File: config.mk
export PLATFORM = sky130hd
export DESIGN_NAME = sensor_hcsr04_emulador
export DESIGN_NICKNAME = d
export VERILOG_FILES = /design/src/rtl/sensor_hcsr04_emulador.sv
export SDC_FILE = /design/constraint.sdc
export NUM_CORES = 1
export LEC_CHECK = 0
export BUFFER_PORTS_ARGS = -buffer_cell sky130_fd_sc_hd__buf_2
export CORE_MARGIN = 4
export CORE_UTILIZATION = 40
export CTS_CLUSTER_DIAMETER = 150
export DETAILED_ROUTE_END_ITERATION = 16
export PLACE_DENSITY = 0.53
export SLEW_MARGIN = 0
export SYNTH_ARGS = -nofsm -noshare
export SYNTH_HDL_FRONTEND = slang
export SYNTH_SLANG_ARGS = --single-unit
File: constraint.sdc
create_clock -name clock -period 3.6 [get_ports clock]
set_clock_uncertainty 0.1 [all_clocks]
set_input_delay 0.54 -clock clock [delete_from_list [all_inputs] [get_ports clock]]
set_output_delay 0.54 -clock clock [all_outputs]
set_load 0.01 [all_outputs]
File: src/rtl/sensor_hcsr04_emulador.sv
// HC-SR04 responder model: answers a trigger pulse with an echo whose width encodes `distancia` in cm.
// Optional fault injection input `falha` is enabled with the SENSOR_HCSR04_FALHA_EN macro.
`timescale 1ns/1ps
module sensor_hcsr04_emulador #(
  parameter int CICLOS_POR_CM  = 2941,
  parameter int TRIGGER_MIN    = 500,
  parameter int RAJADA_CICLOS  = 10000,
  parameter int TIMEOUT_CICLOS = 1900000,
  parameter int HOLDOFF_CICLOS = 500000,
  parameter int DIST_MIN       = 2,
  parameter int DIST_MAX       = 400
) (
  input  logic       clock,
  input  logic       reset,
  input  logic       trigger,
  input  logic [8:0] distancia,
`ifdef SENSOR_HCSR04_FALHA_EN
  input  logic       falha,
`endif
  output logic       echo,
  output logic       ocupado,
  output logic [3:0] db_estado
);

  typedef enum logic [2:0] {
    ESPERA       = 3'd0,
    TRIGGER_ALTO = 3'd1,
    RAJADA       = 3'd2,
    ECHO         = 3'd3,
    HOLDOFF      = 3'd4
  } estado_t;

  localparam logic [20:0] TRIG_MIN_C = 21'(TRIGGER_MIN);
  localparam logic [20:0] RAJ_ULT    = 21'(RAJADA_CICLOS - 1);
  localparam logic [20:0] TO_ULT     = 21'(TIMEOUT_CICLOS - 1);
  localparam logic [20:0] HOLD_ULT   = 21'(HOLDOFF_CICLOS - 1);
  localparam logic [20:0] CM_ULT     = 21'(CICLOS_POR_CM - 1);
  localparam logic [8:0]  D_MIN      = 9'(DIST_MIN);
  localparam logic [8:0]  D_MAX      = 9'(DIST_MAX);

  function automatic logic [20:0] inc_sat(input logic [20:0] v);
    return (v == '1) ? v : v + 21'd1;
  endfunction

  estado_t     estado, estado_nxt;
  logic        trig_p0, trig_s, trig_d;
  logic        sobe;
  logic [20:0] cnt, cnt_nxt;
  logic [8:0]  cm_cnt, cm_nxt;
  logic [8:0]  dist_r;
  logic        timeout_r;
  logic        captura;
  logic        timeout_cap;
`ifdef SENSOR_HCSR04_FALHA_EN
  logic        falha_r;
`endif

  assign sobe = trig_s & ~trig_d;

  // Out-of-range (or injected-fault) measurements are decided once, at the accept point.
`ifdef SENSOR_HCSR04_FALHA_EN
  assign timeout_cap = falha || (distancia < D_MIN) || (distancia > D_MAX);
`else
  assign timeout_cap = (distancia < D_MIN) || (distancia > D_MAX);
`endif

  always_comb begin
    estado_nxt = estado;
    cnt_nxt    = cnt;
    cm_nxt     = cm_cnt;
    captura    = 1'b0;
    ocupado    = 1'b1;
    db_estado  = 4'b1110;
    case (estado)
      ESPERA: begin
        ocupado   = 1'b0;
        db_estado = 4'b0000;
        if (sobe) begin
          estado_nxt = TRIGGER_ALTO;
          cnt_nxt    = 21'd1;
        end
      end
      TRIGGER_ALTO: begin
        db_estado = 4'b0001;
        if (trig_s) begin
          cnt_nxt = inc_sat(cnt);
        end else if (cnt >= TRIG_MIN_C) begin
          captura    = 1'b1;
          cnt_nxt    = '0;
          cm_nxt     = '0;
          estado_nxt = RAJADA;
        end else begin
          cnt_nxt    = '0;
          estado_nxt = ESPERA;
        end
      end
      RAJADA: begin
        db_estado = 4'b0010;
        if (cnt == RAJ_ULT) begin
          cnt_nxt    = '0;
          cm_nxt     = '0;
          estado_nxt = ECHO;
        end else begin
          cnt_nxt = inc_sat(cnt);
        end
      end
      ECHO: begin
`ifdef SENSOR_HCSR04_FALHA_EN
        db_estado = falha_r ? 4'b1000 : 4'b0011;
`else
        db_estado = 4'b0011;
`endif
        if (timeout_r) begin
          if (cnt == TO_ULT) begin
            cnt_nxt    = '0;
            estado_nxt = HOLDOFF;
          end else begin
            cnt_nxt = inc_sat(cnt);
          end
        end else if (cnt == CM_ULT) begin
          // One full cm elapsed; width = dist_r * CICLOS_POR_CM without a multiplier.
          cnt_nxt = '0;
          if (cm_cnt == dist_r - 9'd1) begin
            cm_nxt     = '0;
            estado_nxt = HOLDOFF;
          end else begin
            cm_nxt = cm_cnt + 9'd1;
          end
        end else begin
          cnt_nxt = inc_sat(cnt);
        end
      end
      HOLDOFF: begin
        db_estado = 4'b0100;
        if (cnt == HOLD_ULT) begin
          cnt_nxt    = '0;
          estado_nxt = ESPERA;
        end else begin
          cnt_nxt = inc_sat(cnt);
        end
      end
      default: begin
        estado_nxt = ESPERA;
        cnt_nxt    = '0;
        cm_nxt     = '0;
      end
    endcase
  end

  always_ff @(posedge clock or negedge reset) begin
    if (!reset) begin
      trig_p0   <= 1'b0;
      trig_s    <= 1'b0;
      trig_d    <= 1'b0;
      estado    <= ESPERA;
      cnt       <= '0;
      cm_cnt    <= '0;
      dist_r    <= '0;
      timeout_r <= 1'b0;
      echo      <= 1'b0;
    end else begin
      trig_p0   <= trigger;
      trig_s    <= trig_p0;
      trig_d    <= trig_s;
      estado    <= estado_nxt;
      cnt       <= cnt_nxt;
      cm_cnt    <= cm_nxt;
      echo      <= (estado_nxt == ECHO);
      if (captura) begin
        dist_r    <= distancia;
        timeout_r <= timeout_cap;
      end
    end
  end

`ifdef SENSOR_HCSR04_FALHA_EN
  always_ff @(posedge clock or negedge reset) begin
    if (!reset) begin
      falha_r <= 1'b0;
    end else if (captura) begin
      falha_r <= falha;
    end
  end
`endif

endmodule

==> tab_implementation.tex, run 1 <==
\begin{tabular}{lr}
\hline
Metric & Value \\
\hline
\multicolumn{2}{l}{\textbf{Floorplan}} \\
Die width & 96.0 um \\
Vertical die dimension & roughly 96 um \\
Area enclosed by the die boundary & 0.00921 mm2 \\
\# rows & 31 \\
I/O pin count & 18 \\
Starting density of the core & between 40\% and 50\% \\
Core ar. & 0.00737 mm2 \\
\multicolumn{2}{l}{\textbf{CTS}} \\
Clock-pin slew of the registers on the worst-case setup and hold paths & 0.08 ns \\
Clk sink count & 47 \\
Gates resized, CTS repair & 0 \\
CTS H-tree depth & 2 \\
Skew-Pair Late Insertion Delay & 0.30 ns \\
CTS root buffer & sky130\_fd\_sc\_hd\_\_clkbuf\_8 \\
TritonCTS clock tree & built \\
Buffer levels on the longest clock path & 2 \\
Cts-stage hold buffer count & 0 \\
\# Post-CTS Setup Buffers & 0 \\
Number of buffers created by CTS & 5 \\
\multicolumn{2}{l}{\textbf{Pwr}} \\
Share of total power in the clock network & between 30\% and 40\% \\
Reg power frac & 57.9\% \\
Combinational power share & 7.3\% \\
Switching share of power & 24.5\% \\
Design internal power & 706 uW \\
Power dissipated by switching net loads & 230 uW \\
Max IR drop VDD & between 0.2 and 0.25 mV \\
PwrDens & 285 mW/mm2 \\
Static leakage power & 1.34 nW \\
\multicolumn{2}{l}{\textbf{Synth}} \\
Synth area leader & sky130\_fd\_sc\_hd\_\_dfrtp\_1 \\
Mean cell area of the mapped netlist & roughly 8.4 um2 \\
Main combinational cell family by area after synthesis & simple AND/OR/NAND/NOR gates \\
Synthesized-area fraction occupied by ao, oa, aoi and oai cells & 22.0\% \\
Post-Synthesis Net Count & roughly 380 \\
Register area share after synthesis & 38.0\% \\
Post-synth EDFFs & 0 \\
Cell count after synthesis & 367 \\
Post-synth cell types & 60 \\
Fraction of post-synthesis cell area in the top cell type by area & between 30\% and 40\% \\
Warnings, synthesis & 0 \\
Xor/xnor share of the synthesized area & 2.26\% \\
Area share of fa/ha/maj cells after synthesis & under 10\% \\
Ys async rst share & 100\% \\
Cell area after technology mapping & between 0.003 and 0.004 mm2 \\
Cell types with the highest counts after synthesis & sky130\_fd\_sc\_hd\_\_dfrtp\_1, sky130\_fd\_sc\_hd\_\_nand2\_1, sky130\_fd\_sc\_hd\_\_nor2\_1 \\
Top\_reg\_cell synth & sky130\_fd\_sc\_hd\_\_dfrtp\_1 \\
Register bit count reported by yosys & 47 \\
Synth Area in Simple Gates & between 20\% and 30\% \\
Multiplexer fraction of the synthesized cell area & 1.82\% \\
Most area-consuming cells after synthesis & sky130\_fd\_sc\_hd\_\_dfrtp\_1, sky130\_fd\_sc\_hd\_\_nand2\_1, sky130\_fd\_sc\_hd\_\_a31oi\_1 \\
\multicolumn{2}{l}{\textbf{Placement}} \\
Detail Placement HPWL & 5690 um \\
Post-Place Setup Slack & 0.561 ns \\
Placer Congestion & roughly 0.83 \\
Number of I/O port buffers & 17 \\
Number of cells in the design after placement & 464 \\
\multicolumn{2}{l}{\textbf{Timing}} \\
Post-route clock period utilization & 86.1\% \\
Highest attainable clock frequency & roughly 320 MHz \\
Total negative slack & 0 ns \\
Unrepaired setup endpoints after global routing & false \\
Number of max-slew violations in the final report & 0 \\
Final Setup Violations & 0 \\
Setup ws final & 0.501 ns \\
Tightest slew margin relative to the limit & 41.6\% \\
Worst Max-Slew Pin Slew & $\sim$0.87 ns \\
Final Critical Period & 3.10 ns \\
Final Hold Fails & 0 \\
\multicolumn{2}{l}{\textbf{Critical path}} \\
Type of element capturing the critical path & flip-flop \\
Critical path launch point & cnt[0] \\
Classification of the worst setup path & reg2reg \\
Startpoint class of the critical path & flip-flop \\
Required time at the worst-slack endpoint & 3.69 ns \\
Reg2Reg Launch Point & cnt[0] \\
Largest fanout of any net on the critical path & 15 \\
Crit path DAT & 3.19 ns \\
\multicolumn{2}{l}{\textbf{Drt}} \\
DR WL/cell & 16.2 um \\
Via density per instance & 5.95 \\
First-pass iteration count of the detailed router & 5 \\
Routed Antenna Nets & 0 \\
Routed via count & 2803 \\
Total wire length & 7620 um \\
Final routed DRC violation total & 0 \\
First-iteration detailed-routing DRC count & 201 \\
\multicolumn{2}{l}{\textbf{Global routing}} \\
Number of global-route vias before repair & 2538 \\
Pin count of the biggest net entering global routing & 29 \\
Global-route wire length before repair & $\sim$13000 um \\
GRT Util Overall & 17.7\% \\
Antenna violations before repair & 0 \\
Residual overflow from global routing & 0 \\
\multicolumn{2}{l}{\textbf{Finish}} \\
Layout Area Growth over Synthesis & 6.23\% \\
Net total in the final layout & 388 \\
FF/Latch Area & between 0.001 and 0.0015 mm2 \\
Area of combinational cells with multiple inputs & 0.00172 mm2 \\
Utilization after layout & about 45\% \\
Fraction of final layout cells sized beyond drive strength 1 & 12.4\% \\
Final antenna diode count & 0 \\
Non-filler instance count after layout & 471 \\
Total of fill cells in the finished design & 746 \\
\multicolumn{2}{l}{\textbf{Outcome}} \\
Run status & completed \\
\multicolumn{2}{l}{\textbf{Run}} \\
Count of max-cap constraint violations & 0 \\
\multicolumn{2}{l}{\textbf{Worst hold path}} \\
Class of the worst hold path & in2async \\
\hline
\end{tabular}
[flip-flops by register name, indices dropped and copies added, names as in the netlist, 3 cells and up]
signal / cells
dist_r: 9
estado: 3
cnt: 21
cm_cnt: 9
[metal layers]
metal	part of all wire, %	global-route usage (%)	vias up
li1	-	-	1378
met3	5.1	2.81	10
met1	53	28.4	1327
met2	40	24.5	88
met4	1.2	4.15	0
met5	0	0	-
[layout by cell type, fill, tap and decap left out, types with 5 or more instances in the layout]
cell and count:
sky130_fd_sc_hd__inv_1 15, sky130_fd_sc_hd__buf_4 5, sky130_fd_sc_hd__a21oi_1 23, sky130_fd_sc_hd__nand2_1 47
sky130_fd_sc_hd__nand4_1 10, sky130_fd_sc_hd__mux2_2 5, sky130_fd_sc_hd__a21o_1 5, sky130_fd_sc_hd__nor2_1 27
sky130_fd_sc_hd__xnor2_1 7, sky130_fd_sc_hd__clkbuf_8 6, sky130_fd_sc_hd__or3_1 6, sky130_fd_sc_hd__buf_2 17
sky130_fd_sc_hd__a31oi_1 20, sky130_fd_sc_hd__o311ai_0 5, sky130_fd_sc_hd__o21ai_0 17, sky130_fd_sc_hd__nor3_1 10
sky130_fd_sc_hd__dfrtp_1 47, sky130_fd_sc_hd__nand3_1 18
[worst max-delay path, cell delays in order (launching register included)]
cell                      delay, ns
sky130_fd_sc_hd__dfrtp_1       0.43
sky130_fd_sc_hd__ha_1          0.21
sky130_fd_sc_hd__and3_1        0.31
sky130_fd_sc_hd__nand2_1       0.07
sky130_fd_sc_hd__or4_1         0.60
sky130_fd_sc_hd__a21oi_2       0.26
sky130_fd_sc_hd__nand2_1       0.37
sky130_fd_sc_hd__buf_4         0.31
sky130_fd_sc_hd__a221o_1       0.32
[final cells by class]
| type | count | area share [%] |
|---|---|---|
| multi-input combinational | 281 | 52.3 |
| sequential | 47 | 35.8 |
| tap | 99 | 3.77 |
| timing repair buffer | 22 | 3.73 |
| clock buffer | 6 | 2.51 |
| inverter | 15 | 1.71 |
| clock inverter | 1 | 0.152 |
[final timing paths]
| path | depth (start not counted) | slack [ns] | endpoint |
|---|---|---|---|
| worst max-delay path | 8 | 0.50 | cnt[11] |
| worst min-delay path | 1 | 0.15 | cm_cnt[5] |
| worst max register to register | 8 | 0.50 | cnt[11] |
| worst min register to register | 0 | 0.28 | trig_s |
| max in group asynchronous | 2 | 2.55 | cnt[5] |
| min in group clock | 1 | 0.24 | trig_p0 |
[power by group through the flow]
| stage | clock network (mW) | registers (mW) | logic [mW] |
|---|---|---|---|
| final | 0.326 | 0.542 | 0.0682 |
| after global routing | 0.360 | 0.543 | 0.0776 |
| after CTS | 0.342 | 0.541 | 0.0691 |
| after detailed placement | 0 | 0.552 | 0.0688 |
| after global placement | 0 | 0.551 | 0.0689 |
| after floorplan | 0 | 0.549 | 0.0359 |
[stage by stage]
step | cell area (um2) | power [mW] | hold WS [ns]
after floorplan | 3090 | 0.585 | 0.144
after global placement | 3200 | 0.620 | 0.263
after detailed placement | 3200 | 0.621 | 0.254
after CTS | 3290 | 0.952 | 0.173
after global routing | 3290 | 0.981 | 0.188
final | 3290 | 0.936 | 0.151
[cells by family (layout without fill, tap and decap cells)]
kind of cell | count (synthesis) | count (layout)
compound gates | 103 | 103
xor+xnor | 8 | 8
fa+ha+maj | 4 | 4
buf+inv | 39 | 44
flops | 47 | 47
mux | 5 | 5
simple gates | 161 | 161
(Power assumes the default switching activity.)
==> inputs of run 2 (changes only) <==
CORE_UTILIZATION = 35   (was 40)
PLACE_DENSITY = 0.48   (was 0.53)
==> run 2 against run 1 <==
Against the previous run: sequential power hardly changed; total power is 1.0% higher; die area is 13% higher; largest power group unchanged; via count is 3.8% lower; first-iteration DRC count is 26% lower; utilization is 6.7 points lower; critical path type unchanged; final cell count is 1.7% higher.
==> tab_implementation.tex, run 2 (synthesis gave the netlist of run 1 again) <==
\begin{tabular}{lr}
\hline
Metric & Value \\
\hline
\multicolumn{2}{l}{\textbf{Floorplan}} \\
Starting density of the core & 35.7\% \\
I/O pin count & 18 \\
Vertical die dimension & between 100 and 150 um \\
Core ar. & 0.00868 mm2 \\
Die width & between 100 and 150 um \\
Area enclosed by the die boundary & 0.0104 mm2 \\
\# rows & 34 \\
\multicolumn{2}{l}{\textbf{Placement}} \\
Number of I/O port buffers & 17 \\
Number of cells in the design after placement & 472 \\
Post-Place Setup Slack & 0.701 ns \\
Detail Placement HPWL & 5790 um \\
Placer Congestion & approximately 0.84 \\
\multicolumn{2}{l}{\textbf{Outcome}} \\
Run status & completed \\
\multicolumn{2}{l}{\textbf{Timing}} \\
Final Hold Fails & 0 \\
Final Setup Violations & 0 \\
Setup ws final & slightly below 0.7 ns \\
Number of max-slew violations in the final report & 0 \\
Highest attainable clock frequency & 342 MHz \\
Tightest slew margin relative to the limit & 40.3\% \\
Final Critical Period & slightly below 3 ns \\
Unrepaired setup endpoints after global routing & false \\
Post-route clock period utilization & 81.1\% \\
Worst Max-Slew Pin Slew & around 0.9 ns \\
Total negative slack & 0 ns \\
\multicolumn{2}{l}{\textbf{Pwr}} \\
Switching share of power & 25.3\% \\
Share of total power in the clock network & 35.7\% \\
Reg power frac & 57.2\% \\
Max IR drop VDD & 0.113 mV \\
Design internal power & 706 uW \\
Static leakage power & 1.34 nW \\
PwrDens & about 290 mW/mm2 \\
Combinational power share & 7.1\% \\
Power dissipated by switching net loads & between 200 and 250 uW \\
\multicolumn{2}{l}{\textbf{Finish}} \\
Utilization after layout & between 30\% and 40\% \\
Net total in the final layout & 387 \\
Total of fill cells in the finished design & about 920 \\
Area of combinational cells with multiple inputs & roughly 0.0017 mm2 \\
Register with the highest flop count & cnt \\
Fraction of final layout cells sized beyond drive strength 1 & 12.1\% \\
Number of flip-flops under the largest register name & 21 \\
Leading cell types in the layout, fill and taps excluded & sky130\_fd\_sc\_hd\_\_nand2\_1, sky130\_fd\_sc\_hd\_\_dfrtp\_1, sky130\_fd\_sc\_hd\_\_nor2\_1 \\
FF/Latch Area & 0.00118 mm2 \\
Layout Area Growth over Synthesis & 6.35\% \\
Final antenna diode count & 0 \\
Non-filler instance count after layout & 479 \\
Largest registers & cnt (21), cm\_cnt (9), dist\_r (9) \\
\multicolumn{2}{l}{\textbf{Drt}} \\
Routed via count & 2697 \\
Final routed DRC violation total & 0 \\
Routed Antenna Nets & 0 \\
Total wire length & 7860 um \\
Via density per instance & 5.63 \\
First-pass iteration count of the detailed router & 4 \\
DR WL/cell & roughly 16 um \\
First-iteration detailed-routing DRC count & 149 \\
\multicolumn{2}{l}{\textbf{Critical path}} \\
Critical-path top delay cell & sky130\_fd\_sc\_hd\_\_or4\_1 \\
Delay of the slowest cell on the worst path & 0.65 ns \\
Crit path cell chain & nand3\_1 > or4\_1 > o21a\_1 > a21oi\_2 > nand2\_1 > buf\_4 > and3\_1 > a221o\_1 \\
Required time at the worst-slack endpoint & roughly 3.7 ns \\
Classification of the worst setup path & reg2reg \\
Largest fanout of any net on the critical path & 37 \\
Crit path DAT & 3.01 ns \\
Startpoint class of the critical path & flip-flop \\
Type of element capturing the critical path & flip-flop \\
\multicolumn{2}{l}{\textbf{CTS}} \\
Buffer levels on the longest clock path & 2 \\
Cts-stage hold buffer count & 0 \\
CTS H-tree depth & 2 \\
Clk sink count & 47 \\
Gates resized, CTS repair & 0 \\
CTS root buffer & sky130\_fd\_sc\_hd\_\_clkbuf\_8 \\
Number of buffers created by CTS & 5 \\
Skew-Pair Late Insertion Delay & 0.30 ns \\
TritonCTS clock tree & built \\
Clock-pin slew of the registers on the worst-case setup and hold paths & about 0.090 ns \\
\# Post-CTS Setup Buffers & 0 \\
\multicolumn{2}{l}{\textbf{Global routing}} \\
GRT Util Overall & 15.8\% \\
Grt peak-use layer & met1 \\
Met3 track demand over resource in global routing & 1.84\% \\
Residual overflow from global routing & 0 \\
Antenna violations before repair & 0 \\
Global routing met1 resource utilization & 25.0\% \\
Pin count of the biggest net entering global routing & 38 \\
Global-route wire length before repair & about 13000 um \\
Global-route met2 utilization & between 20\% and 30\% \\
Number of global-route vias before repair & 2548 \\
\multicolumn{2}{l}{\textbf{Run}} \\
Count of max-cap constraint violations & 0 \\
\multicolumn{2}{l}{\textbf{Worst hold path}} \\
Class of the worst hold path & in2async \\
\hline
\end{tabular}
-- run 2: cell types whose count changed in the layout (fill, tap and decap cells not counted) --
cell                    before  now
sky130_fd_sc_hd__buf_4       5    4
-- run 2: path summary, 6_finish.rpt --
check                             to  slack [ns]  cells after the start    start
setup / recovery             cnt[11]        0.68                      8   cnt[4]
hold / removal             cm_cnt[6]        0.15                      1    reset
setup reg to reg             cnt[11]        0.68                      8   cnt[4]
hold reg to reg               trig_s        0.27                      0  trig_p0
max in group asynchronous     cnt[8]        2.50                      2    reset
min in group clock           trig_p0        0.24                      1  trigger
-- run 2: stage by stage --
stage          hold slack [ns]  power (mW)  area, um2
6_report                 0.146       0.945       3290
5_1_grt                  0.193       0.980       3290
4_1_cts                  0.171       0.957       3290
2_1_floorplan            0.144       0.585       3090
3_3_place_gp             0.258       0.620       3200
3_5_place_dp             0.251       0.620       3200
-- run 2: area by class of cell --
type                       count  area share (%)
clock buffer                   6            2.51
clock inverter                 1           0.152
timing repair buffer          21            3.50
multi-input combinational    281            52.3
sequential                    47            35.7
tap                          108            4.11
inverter                      15            1.71
-- run 2: layer usage --
metal | vias up | wire length, um
li1 | 1370 | -
met1 | 1269 | 4230
met2 | 50 | 3260
met3 | 8 | 295
met4 | 0 | 76
met5 | - | 0
-- run 2: power by group through the flow --
stage | sequential, mW | clock [mW] | combinational, mW
after floorplan | 0.549 | 0 | 0.0359
after global placement | 0.551 | 0 | 0.0682
after detailed placement | 0.551 | 0 | 0.0686
after CTS | 0.541 | 0.347 | 0.0689
after global routing | 0.543 | 0.360 | 0.0774
final | 0.541 | 0.337 | 0.0673
-- run 2: worst max-delay path: cells and delay by family (launching register included) --
family	cells	cell delay, ns
AO/OA/AOI/OAI	3	0.73
buffers and inverters	1	0.24
flip-flops	1	0.55
AND/OR/NAND/NOR	4	1.18
